## src/rtl/cnn_dma_pkg.sv

```systemverilog
// Shared types and default sizes for the layer-controller DMA responder.
package cnn_dma_pkg;

  localparam int K_DEF  = 5;
  localparam int DW_DEF = 16;
  localparam int AW_DEF = 16;

  typedef enum logic [1:0] {
    RD_WIN  = 2'd0,
    WR_WORD = 2'd1,
    LD_FILT = 2'd2,
    LD_BIAS = 2'd3
  } dma_op_e;

  typedef enum logic [1:0] {
    S_IDLE    = 2'd0,
    S_XFER    = 2'd1,
    S_FB_PUSH = 2'd2,
    S_DONE    = 2'd3
  } dma_state_e;

  // Operations that move exactly one word.
  function automatic logic op_is_single(input dma_op_e op);
    return (op == WR_WORD) || (op == LD_BIAS);
  endfunction

  // Operations that end with a filter-buffer push.
  function automatic logic op_pushes_fb(input dma_op_e op);
    return (op == LD_FILT) || (op == LD_BIAS);
  endfunction

endpackage

```

## src/rtl/dma_addr_gen.sv

```systemverilog
// Address sequencer for the DMA responder: walks a KxK window using a
// row-start accumulator (no multiplier), or issues a single address.
// All address arithmetic wraps modulo 2^AW.
module dma_addr_gen #(
  parameter int K  = 5,
  parameter int AW = 16
) (
  input  logic          clk,
  input  logic          reset,
  input  logic          load,
  input  logic          step,
  input  logic [AW-1:0] base,
  input  logic [AW-1:0] stride,
  input  logic          single,
  output logic [AW-1:0] addr,
  output logic          last
);

  localparam int CW = (K > 1) ? $clog2(K) : 1;
  localparam logic [CW-1:0] LAST_IDX = CW'(K - 1);

  logic [CW-1:0] row;
  logic [CW-1:0] col;
  logic [AW-1:0] row_start;
  logic [AW-1:0] stride_reg;
  logic          single_reg;

  // Load a new walk, or advance one word on each acknowledged access.
  always_ff @(posedge clk) begin
    if (reset) begin
      row        <= '0;
      col        <= '0;
      row_start  <= '0;
      addr       <= '0;
      stride_reg <= '0;
      single_reg <= 1'b0;
    end else if (load) begin
      row        <= '0;
      col        <= '0;
      row_start  <= base;
      addr       <= base;
      stride_reg <= stride;
      single_reg <= single;
    end else if (step && !last) begin
      if (col == LAST_IDX) begin
        col       <= '0;
        row       <= row + CW'(1);
        row_start <= row_start + stride_reg;
        addr      <= row_start + stride_reg;
      end else begin
        col  <= col + CW'(1);
        addr <= addr + AW'(1);
      end
    end
  end

  assign last = single_reg || ((row == LAST_IDX) && (col == LAST_IDX));

endmodule

```

## src/rtl/window_dma_responder.sv

```systemverilog
// Responder side of the layer controller's start/finish DMA handshake.
// Runs one request at a time: KxK window read, single word write, filter
// load or bias load, as a sequence of single-word RAM accesses.
// Optional feature macro: DMA_PERF_CNT_EN adds saturating busy/stall counters.
module window_dma_responder
  import cnn_dma_pkg::*;
#(
  parameter int K  = K_DEF,
  parameter int DW = DW_DEF,
  parameter int AW = AW_DEF
) (
  input  logic              clk,
  input  logic              reset,
  input  logic              req_start,
  input  logic [1:0]        req_op,
  input  logic [AW-1:0]     req_addr,
  input  logic [AW-1:0]     req_stride,
  input  logic [15:0]       req_index,
  input  logic [DW-1:0]     req_wdata,
  output logic              req_finish,
  output logic [K*K*DW-1:0] win_data,
  output logic              mem_en,
  output logic              mem_we,
  output logic [AW-1:0]     mem_addr,
  output logic [DW-1:0]     mem_wdata,
  input  logic [DW-1:0]     mem_rdata,
  input  logic              mem_ack,
  output logic              fb_we,
  output logic              fb_sel,
  output logic [15:0]       fb_index,
  output logic [K*K*DW-1:0] fb_filter,
`ifdef DMA_PERF_CNT_EN
  output logic [31:0]       perf_busy,
  output logic [31:0]       perf_stall,
`endif
  output logic [DW-1:0]     fb_bias
);

  localparam int N     = K * K;
  localparam int CNT_W = (N > 1) ? $clog2(N) : 1;

  dma_state_e           state;
  dma_op_e              op_reg;
  logic [15:0]          index_reg;
  logic [DW-1:0]        wdata_reg;
  logic [CNT_W-1:0]     word_cnt;
  logic [N-1:0][DW-1:0] win_reg;
  logic [N-1:0][DW-1:0] filt_reg;
  logic [DW-1:0]        bias_reg;
  logic                 mem_en_reg;
  logic                 mem_we_reg;
  logic                 finish_reg;
  logic                 fb_we_reg;

  dma_op_e       req_op_e;
  logic          gen_load;
  logic          gen_step;
  logic [AW-1:0] gen_base;
  logic [AW-1:0] gen_stride;
  logic          gen_last;

  assign req_op_e   = dma_op_e'(req_op);
  assign gen_load   = (state == S_IDLE) && req_start;
  assign gen_step   = (state == S_XFER) && mem_ack;
  // Bias slot address is folded into the base; filters are a contiguous KxK run.
  assign gen_base   = (req_op_e == LD_BIAS) ? (req_addr + AW'(req_index)) : req_addr;
  assign gen_stride = (req_op_e == LD_FILT) ? AW'(K) : req_stride;

  dma_addr_gen #(.K(K), .AW(AW)) u_addr_gen (
    .clk    (clk),
    .reset  (reset),
    .load   (gen_load),
    .step   (gen_step),
    .base   (gen_base),
    .stride (gen_stride),
    .single (op_is_single(req_op_e)),
    .addr   (mem_addr),
    .last   (gen_last)
  );

  // Request FSM with registered handshake, memory and filter-buffer strobes.
  always_ff @(posedge clk) begin
    if (reset) begin
      state      <= S_IDLE;
      op_reg     <= RD_WIN;
      index_reg  <= '0;
      wdata_reg  <= '0;
      word_cnt   <= '0;
      win_reg    <= '0;
      filt_reg   <= '0;
      bias_reg   <= '0;
      mem_en_reg <= 1'b0;
      mem_we_reg <= 1'b0;
      finish_reg <= 1'b0;
      fb_we_reg  <= 1'b0;
    end else begin
      case (state)
        S_IDLE: begin
          if (req_start) begin
            op_reg     <= req_op_e;
            index_reg  <= req_index;
            wdata_reg  <= req_wdata;
            word_cnt   <= '0;
            mem_en_reg <= 1'b1;
            mem_we_reg <= (req_op_e == WR_WORD);
            state      <= S_XFER;
          end
        end
        S_XFER: begin
          if (mem_ack) begin
            case (op_reg)
              RD_WIN:  win_reg[word_cnt]  <= mem_rdata;
              LD_FILT: filt_reg[word_cnt] <= mem_rdata;
              LD_BIAS: bias_reg           <= mem_rdata;
              default: ;
            endcase
            word_cnt <= word_cnt + CNT_W'(1);
            if (gen_last) begin
              mem_en_reg <= 1'b0;
              mem_we_reg <= 1'b0;
              if (op_pushes_fb(op_reg)) begin
                fb_we_reg <= 1'b1;
                state     <= S_FB_PUSH;
              end else begin
                finish_reg <= 1'b1;
                state      <= S_DONE;
              end
            end
          end
        end
        S_FB_PUSH: begin
          fb_we_reg  <= 1'b0;
          finish_reg <= 1'b1;
          state      <= S_DONE;
        end
        S_DONE: begin
          // Leaving only on a low start guarantees no retrigger on a held start.
          if (!req_start) begin
            finish_reg <= 1'b0;
            state      <= S_IDLE;
          end
        end
        default: state <= S_IDLE;
      endcase
    end
  end

  assign req_finish = finish_reg;
  assign mem_en     = mem_en_reg;
  assign mem_we     = mem_we_reg;
  assign mem_wdata  = wdata_reg;
  assign win_data   = win_reg;
  assign fb_we      = fb_we_reg;
  assign fb_sel     = (op_reg == LD_BIAS);
  assign fb_index   = index_reg;
  assign fb_filter  = filt_reg;
  assign fb_bias    = bias_reg;

`ifdef DMA_PERF_CNT_EN
  // Saturating activity counters: busy outside IDLE, stall while waiting on memory.
  always_ff @(posedge clk) begin
    if (reset) begin
      perf_busy  <= '0;
      perf_stall <= '0;
    end else begin
      if ((state != S_IDLE) && (perf_busy != '1))
        perf_busy <= perf_busy + 32'd1;
      if ((state == S_XFER) && !mem_ack && (perf_stall != '1))
        perf_stall <= perf_stall + 32'd1;
    end
  end
`endif

endmodule

```

## config.mk

```make
export PLATFORM = sky130hd
export DESIGN_NAME = window_dma_responder
export DESIGN_NICKNAME = d
export VERILOG_FILES = /design/src/rtl/cnn_dma_pkg.sv /design/src/rtl/dma_addr_gen.sv /design/src/rtl/window_dma_responder.sv
export SDC_FILE = /design/constraint.sdc
export NUM_CORES = 2
export LEC_CHECK = 0
export CAP_MARGIN = 15
export CELL_PAD_IN_SITES_DETAIL_PLACEMENT = 1
export CELL_PAD_IN_SITES_GLOBAL_PLACEMENT = 1
export CORE_ASPECT_RATIO = 1.2
export CORE_MARGIN = 2
export CORE_UTILIZATION = 25
export DETAILED_ROUTE_END_ITERATION = 16
export DONT_BUFFER_PORTS = 1
export HOLD_SLACK_MARGIN = 0.06
export PLACE_DENSITY_LB_ADDON = 0.1
export SYNTH_ARGS = -nofsm -noshare
export SYNTH_HDL_FRONTEND = slang
export SYNTH_SLANG_ARGS = --single-unit
```

## constraint.sdc

```tcl
create_clock -name clk -period 3.05 [get_ports clk]
set_input_delay 0.305 -clock clk [delete_from_list [all_inputs] [get_ports clk]]
set_output_delay 0.305 -clock clk [all_outputs]
set_load 0.02 [all_outputs]
```

== Yosys cells after proc, flatten, opt, wreduce, memory -nomap -nowiden ==
Cells that the tools add are included.
Storage, ports and cells
  bits in registers: 916
  input bits: 86
  output and inout port bits: 869
  word-level logic and storage cells: 155
Cells by class
  add/subtract/negate cells: 6
  $lt $le $gt $ge: 2
  equal/unequal tests: 16
  muxes and demuxes: 37
  reduce and logical (&&, ||, !) cells: 28
Operators with widths (count)
  400-bit bitwise mux: 2
  16-bit two-way mux: 9
  16-bit demux with 5-bit select: 1
  16-bit adder: 2
  16-bit by 1-bit adder with 16-bit output, second input constant: 1
  2-bit == test, second input constant: 6
  1-bit two-way mux: 12
  3-bit AND reduction: 4
  4-bit AND reduction: 3
  5-bit two-way mux: 2
  5-bit case mux with 2 select lines: 1
  2-bit two-way mux: 4
  2-bit != test, second input constant: 4
  2-bit case mux with 4 select lines: 1
  2-bit nonzero test: 4
  3-bit by 1-bit adder with 3-bit output, second input constant: 2
  3-bit == test, second input constant: 2
  5-bit by 6-bit < comparator with 1-bit output, second input constant: 1
  1-bit case mux with 2 select lines: 3
  2-bit AND reduction: 3
  5-bit by 1-bit adder with 5-bit output, second input constant: 1
  5-bit by 1-bit greater-or-equal comparator with 1-bit output, second input constant: 1
  1-bit logical AND: 5
  5-bit AND reduction: 1
  other kinds (9): 14

== Depth between registers and ports, before layout ==
  depth in word-level cells: 7
  depth in mapped cells: 11
  gate-level depth less buffers: 9

== By module ==
From an unflattened synthesis, not the netlist that was laid out.
Unflattened totals
  cell total of the unflattened synthesis: 4487
  area total of the unflattened synthesis: 34901.0 um2
By module, submodules not included
  window_dma_responder: times used 1, cells an instance 4077, area an instance 31494.0 um2, sequential area each 17236.5 um2
  dma_addr_gen: times used 1, cells an instance 410, area an instance 3407.0 um2, sequential area each 1101.1 um2

== Least setup slack after synthesis ==
Ideal clock, no wire load.
  kind: input to register
  from: in req_addr[5]
  to: reg u_addr_gen.addr[15]
  setup time: 0.103 ns
  arrival: 2.196 ns
  required time: 2.947 ns
  path slack: 0.750 ns
  cell stages on the path: 8
  buffers on the path: 0
  cells stage by stage: ha_1 -> o21ai_0 -> nand2b_1 -> and2_1 -> a221oi_2 -> mux2i_1 -> xnor2_1 -> a2111oi_2
On the way
  word-level cells in the longest chain between the ends: 3
RTL lines
  from (decl): line window_dma_responder.sv:16  | input logic [AW-1:0] req_addr,
  16-bit adder: line window_dma_responder.sv:66  | assign gen_base = (req_op_e == LD_BIAS) ? (req_addr + AW'(req_index)) : req_addr;
  16-bit two-way mux: line window_dma_responder.sv:66
  16-bit two-way mux: line dma_addr_gen.sv:37  | end else if (load) begin
  to (signal assigned): line dma_addr_gen.sv:41  | addr <= base;
  to (signal assigned): line dma_addr_gen.sv:49  | addr <= row_start + stride_reg;
  to (signal assigned): line dma_addr_gen.sv:52  | addr <= addr + AW'(1);
  to (decl): line dma_addr_gen.sv:15  | output logic [AW-1:0] addr,
No other way between the ends.
A chain may end at the register's enable or synchronous reset.

== Worst setup path after layout ==
  from: in reset
  to: reg filt_reg (netlist bit fb_filter[341])
RTL lines
  from (decl): line window_dma_responder.sv:13  | input logic reset,
  to (signal, indexed assignment): line window_dma_responder.sv:113  | LD_FILT: filt_reg[word_cnt] <= mem_rdata;
  to (decl): line window_dma_responder.sv:48  | logic [N-1:0][DW-1:0] filt_reg;
No word-level cell between the ends.

==> qor.yml <==
cts_sinks: 916
total_power_w: 0.0288
slew_viol_final: 784
core_um2: 139000
leakagePower_nw: 16.8
nFillCells: 16403
worst_pin_slew_ns: 8.27
multiInputGateArea_um2: 15100
yosysWarningCount: 0
outcome: "complete, but fails checks"
io_buffers: 0
track_usage_pct: 24.5
finalWirelength_um: 182000
whs_ns: -0.317
async_flop_share_pct: 0
ys_ff_latch: 916
syn_inst: 4429
cp_top_family: "compound AO/OA/AOI/OAI gates"
nets: 4975
cts_inserted_buffers: 105
root_buffer: "clkbuf_16"
crit_chain: "a21oi_1, dlygate4sd3_1"
areaGrowthSynthToFinish_pct: 31.5
synthFlopType: "dfxtp_1"
cp-start-kind: "input pin"
clk_path_buf_depth: 3
cp_max_fo: 876
grt_pass1_vias: 32731
rows: 150
synth_area_per_cell_um2: 7.90
violations: "negative hold slack, max-slew violations, negative setup slack"
powerDensity_nw_per_um2: 625
die_y_um: 414
start_util_pct: 25.2
slew_headroom_pct: -451
hp-class: "input pin to flip-flop"
arrival_ns: 6.55
crit_buf_inv: 1
grt_pass1_wl_um: 254000
drive_gt1_share_pct: 6.90
crit_path_end_kind: "flip-flop"
syn_area_um2: 35000
antenna_left: 0
die_area_um2: 143000
clkTransAtPathRegs_ns: 0.06
antenna_found_initial: 2
path_class: "input pin to flip-flop"
yosysUniqueCellTypes: 68
place.gp.congestion: 0.773
slowest_stage: "a21oi_1"
fin_worst_skew_ns: 0.0225
final_hold_viol_count: 7
final.setup.worst_slack_ns: -2.83
synth-edff-count: 0
insertion_delay_ns: 0.72
routed_via_density: 4.83
dp_hpwl_um: 114000
syn_nets: 4560
vdd_drop_max_mv: 0.410
synth.top_cell.area_share_pct: 52.4
cts_max_level: 3
report.final.setup_viol: 558
fmax_mhz: 170
cts_tree: "done"
synth.yosys.seq_area_share_pct: 52.4
synth_top_area_cell: "dfxtp_1"
drv_cap: 0
finalCritPeriodShare_pct: 193
die_w_um: 346
dr.pass1.iters: 4
grt_max_degree: 877
overflow: 0
critPathRequiredTime_ns: 3.72
first_iter_violations: 1895
yosys-top-cells-area: "dfxtp_1, nand2_1, a21oi_1, clkbuf_1, ha_1"
antennaDiodeCount: 0
vias: 32605
ff_latch_area_um2: 18300
ioPinCount: 955
rsz0062_at_grt: "yes"
drc: 0
post_drt_wl_per_cell_um: 27.0
cpPeakStageDelay_ns: 1.74
fin_crit_ns: 5.88
## worst reg2reg max path, stage by stage, from the launching register on
cell	delay (ns)
dfxtp_1	0.34
inv_1	0.09
ha_1	0.18
nand2_2	0.14
nor3b_4	0.18
buf_4	0.23
and2_2	0.42
nand2_2	0.34
nand2_1	0.19
a21oi_1	0.07
dlygate4sd3_1	0.87
## kinds of logic after synthesis
| family | after synthesis | share of synthesized area, % |
|---|---|---|
| xor+xnor | 32 | 0.801 |
| simple gates | 1999 | 23.5 |
| buf+inv | 362 | 4.73 |
| fa+ha+maj | 45 | 1.65 |
| flops | 916 | 52.4 |
| compound gates | 1034 | 15.7 |
| mux | 41 | 1.18 |
## synthesized netlist by cell type (11+ instances only)
cell	instances
a22o_1	14
nand2_1	1721
mux2i_1	40
clkbuf_1	241
o21ai_0	38
xnor2_1	18
a21oi_1	883
ha_1	43
nor2_4	43
nor3_1	15
nand2_2	18
buf_2	40
xor2_1	14
dfxtp_1	916
nor2_1	99
a31oi_1	13
buf_4	48
inv_1	14
and2_1	13
nand3_1	20
nand2_4	11
## worst paths after layout
check / startpoint / to / slack, ns / depth (start not counted)
hold reg to reg: u_addr_gen.col[1] / u_addr_gen.col[1] / 0.48 / 2
hold / removal: reset / u_addr_gen.addr[15] / -0.32 / 1
setup / recovery: reset / fb_filter[341] / -2.83 / 2
setup reg to reg: state[1] / fb_filter[376] / -0.11 / 10
## report_power, final
part | internal, W | switching (W)
clock network | 0.00753 | 0.00551
logic | 0.00105 | 0.00179
registers | 0.0123 | 0.000622
## layer usage
layer | routed length, um | up-vias | part of all wire, % | global-route usage, %
met5 | 0 | - | 0 | 0
met4 | 5610 | 0 | 3.1 | 7.86
met3 | 14500 | 215 | 8.0 | 8.18
met2 | 92100 | 902 | 50 | 43.8
met1 | 70300 | 16215 | 39 | 27.2
li1 | - | 15273 | - | -
## area by class of cell
| cell class | count | area share [%] |
|---|---|---|
| clock buffers | 168 | 6.97 |
| clock inverters | 25 | 0.612 |
| inverters | 14 | 0.114 |
| multi-input cells | 3151 | 32.8 |
| flip-flops and latches | 916 | 39.8 |
| well taps | 1824 | 4.96 |
| repair buffers | 656 | 14.7 |
## metrics by stage
step | utilization [%] | setup TNS (ns) | std cells | area (um^2) | setup WS [ns]
after floorplan | - | 0 | 4429 | 35000 | 0.750
after global placement | 25.9 | 0 | 5955 | 36100 | 0.301
after detailed placement | 25.9 | 0 | 5955 | 36100 | 0.150
after CTS | 32.6 | 0 | 6690 | 45300 | 0.0119
after global routing | 33.1 | -0.0971 | 6754 | 46000 | -0.0292
final | 33.1 | -923.59 | 6754 | 46000 | -2.83
## layout by cell type, fill, tap and decap left out, types with 6 or more instances in the layout
master	n
xnor2_1	17
a21boi_0	9
mux2i_1	40
dlygate4sd3_1	583
nor3_1	15
clkbuf_1	32
a31oi_1	13
and3_1	7
a211oi_1	10
nor2_4	43
a21o_1	7
o21bai_1	8
nand3_1	20
a22o_1	14
nor2_1	98
dfxtp_1	916
inv_1	14
buf_4	51
clkbuf_8	28
nand2_1	1714
a21oi_1	882
o21a_1	9
o221ai_1	8
o22ai_1	6
nor2_2	7
xor2_1	14
nand2_2	18
buf_16	16
o21ai_0	38
clkinv_2	14
clkbuf_16	108
nand2_4	18
and2_1	12
nand4_1	7
ha_1	43
## what timing repair did
item,4_1_cts,5_1_grt
endpoints found under the setup margin,0,128
setup buffers,0,7
hold buffers,542,57
resized for setup,0,19
endpoints found under the hold margin,908,252
(Power assumes the default switching activity.)
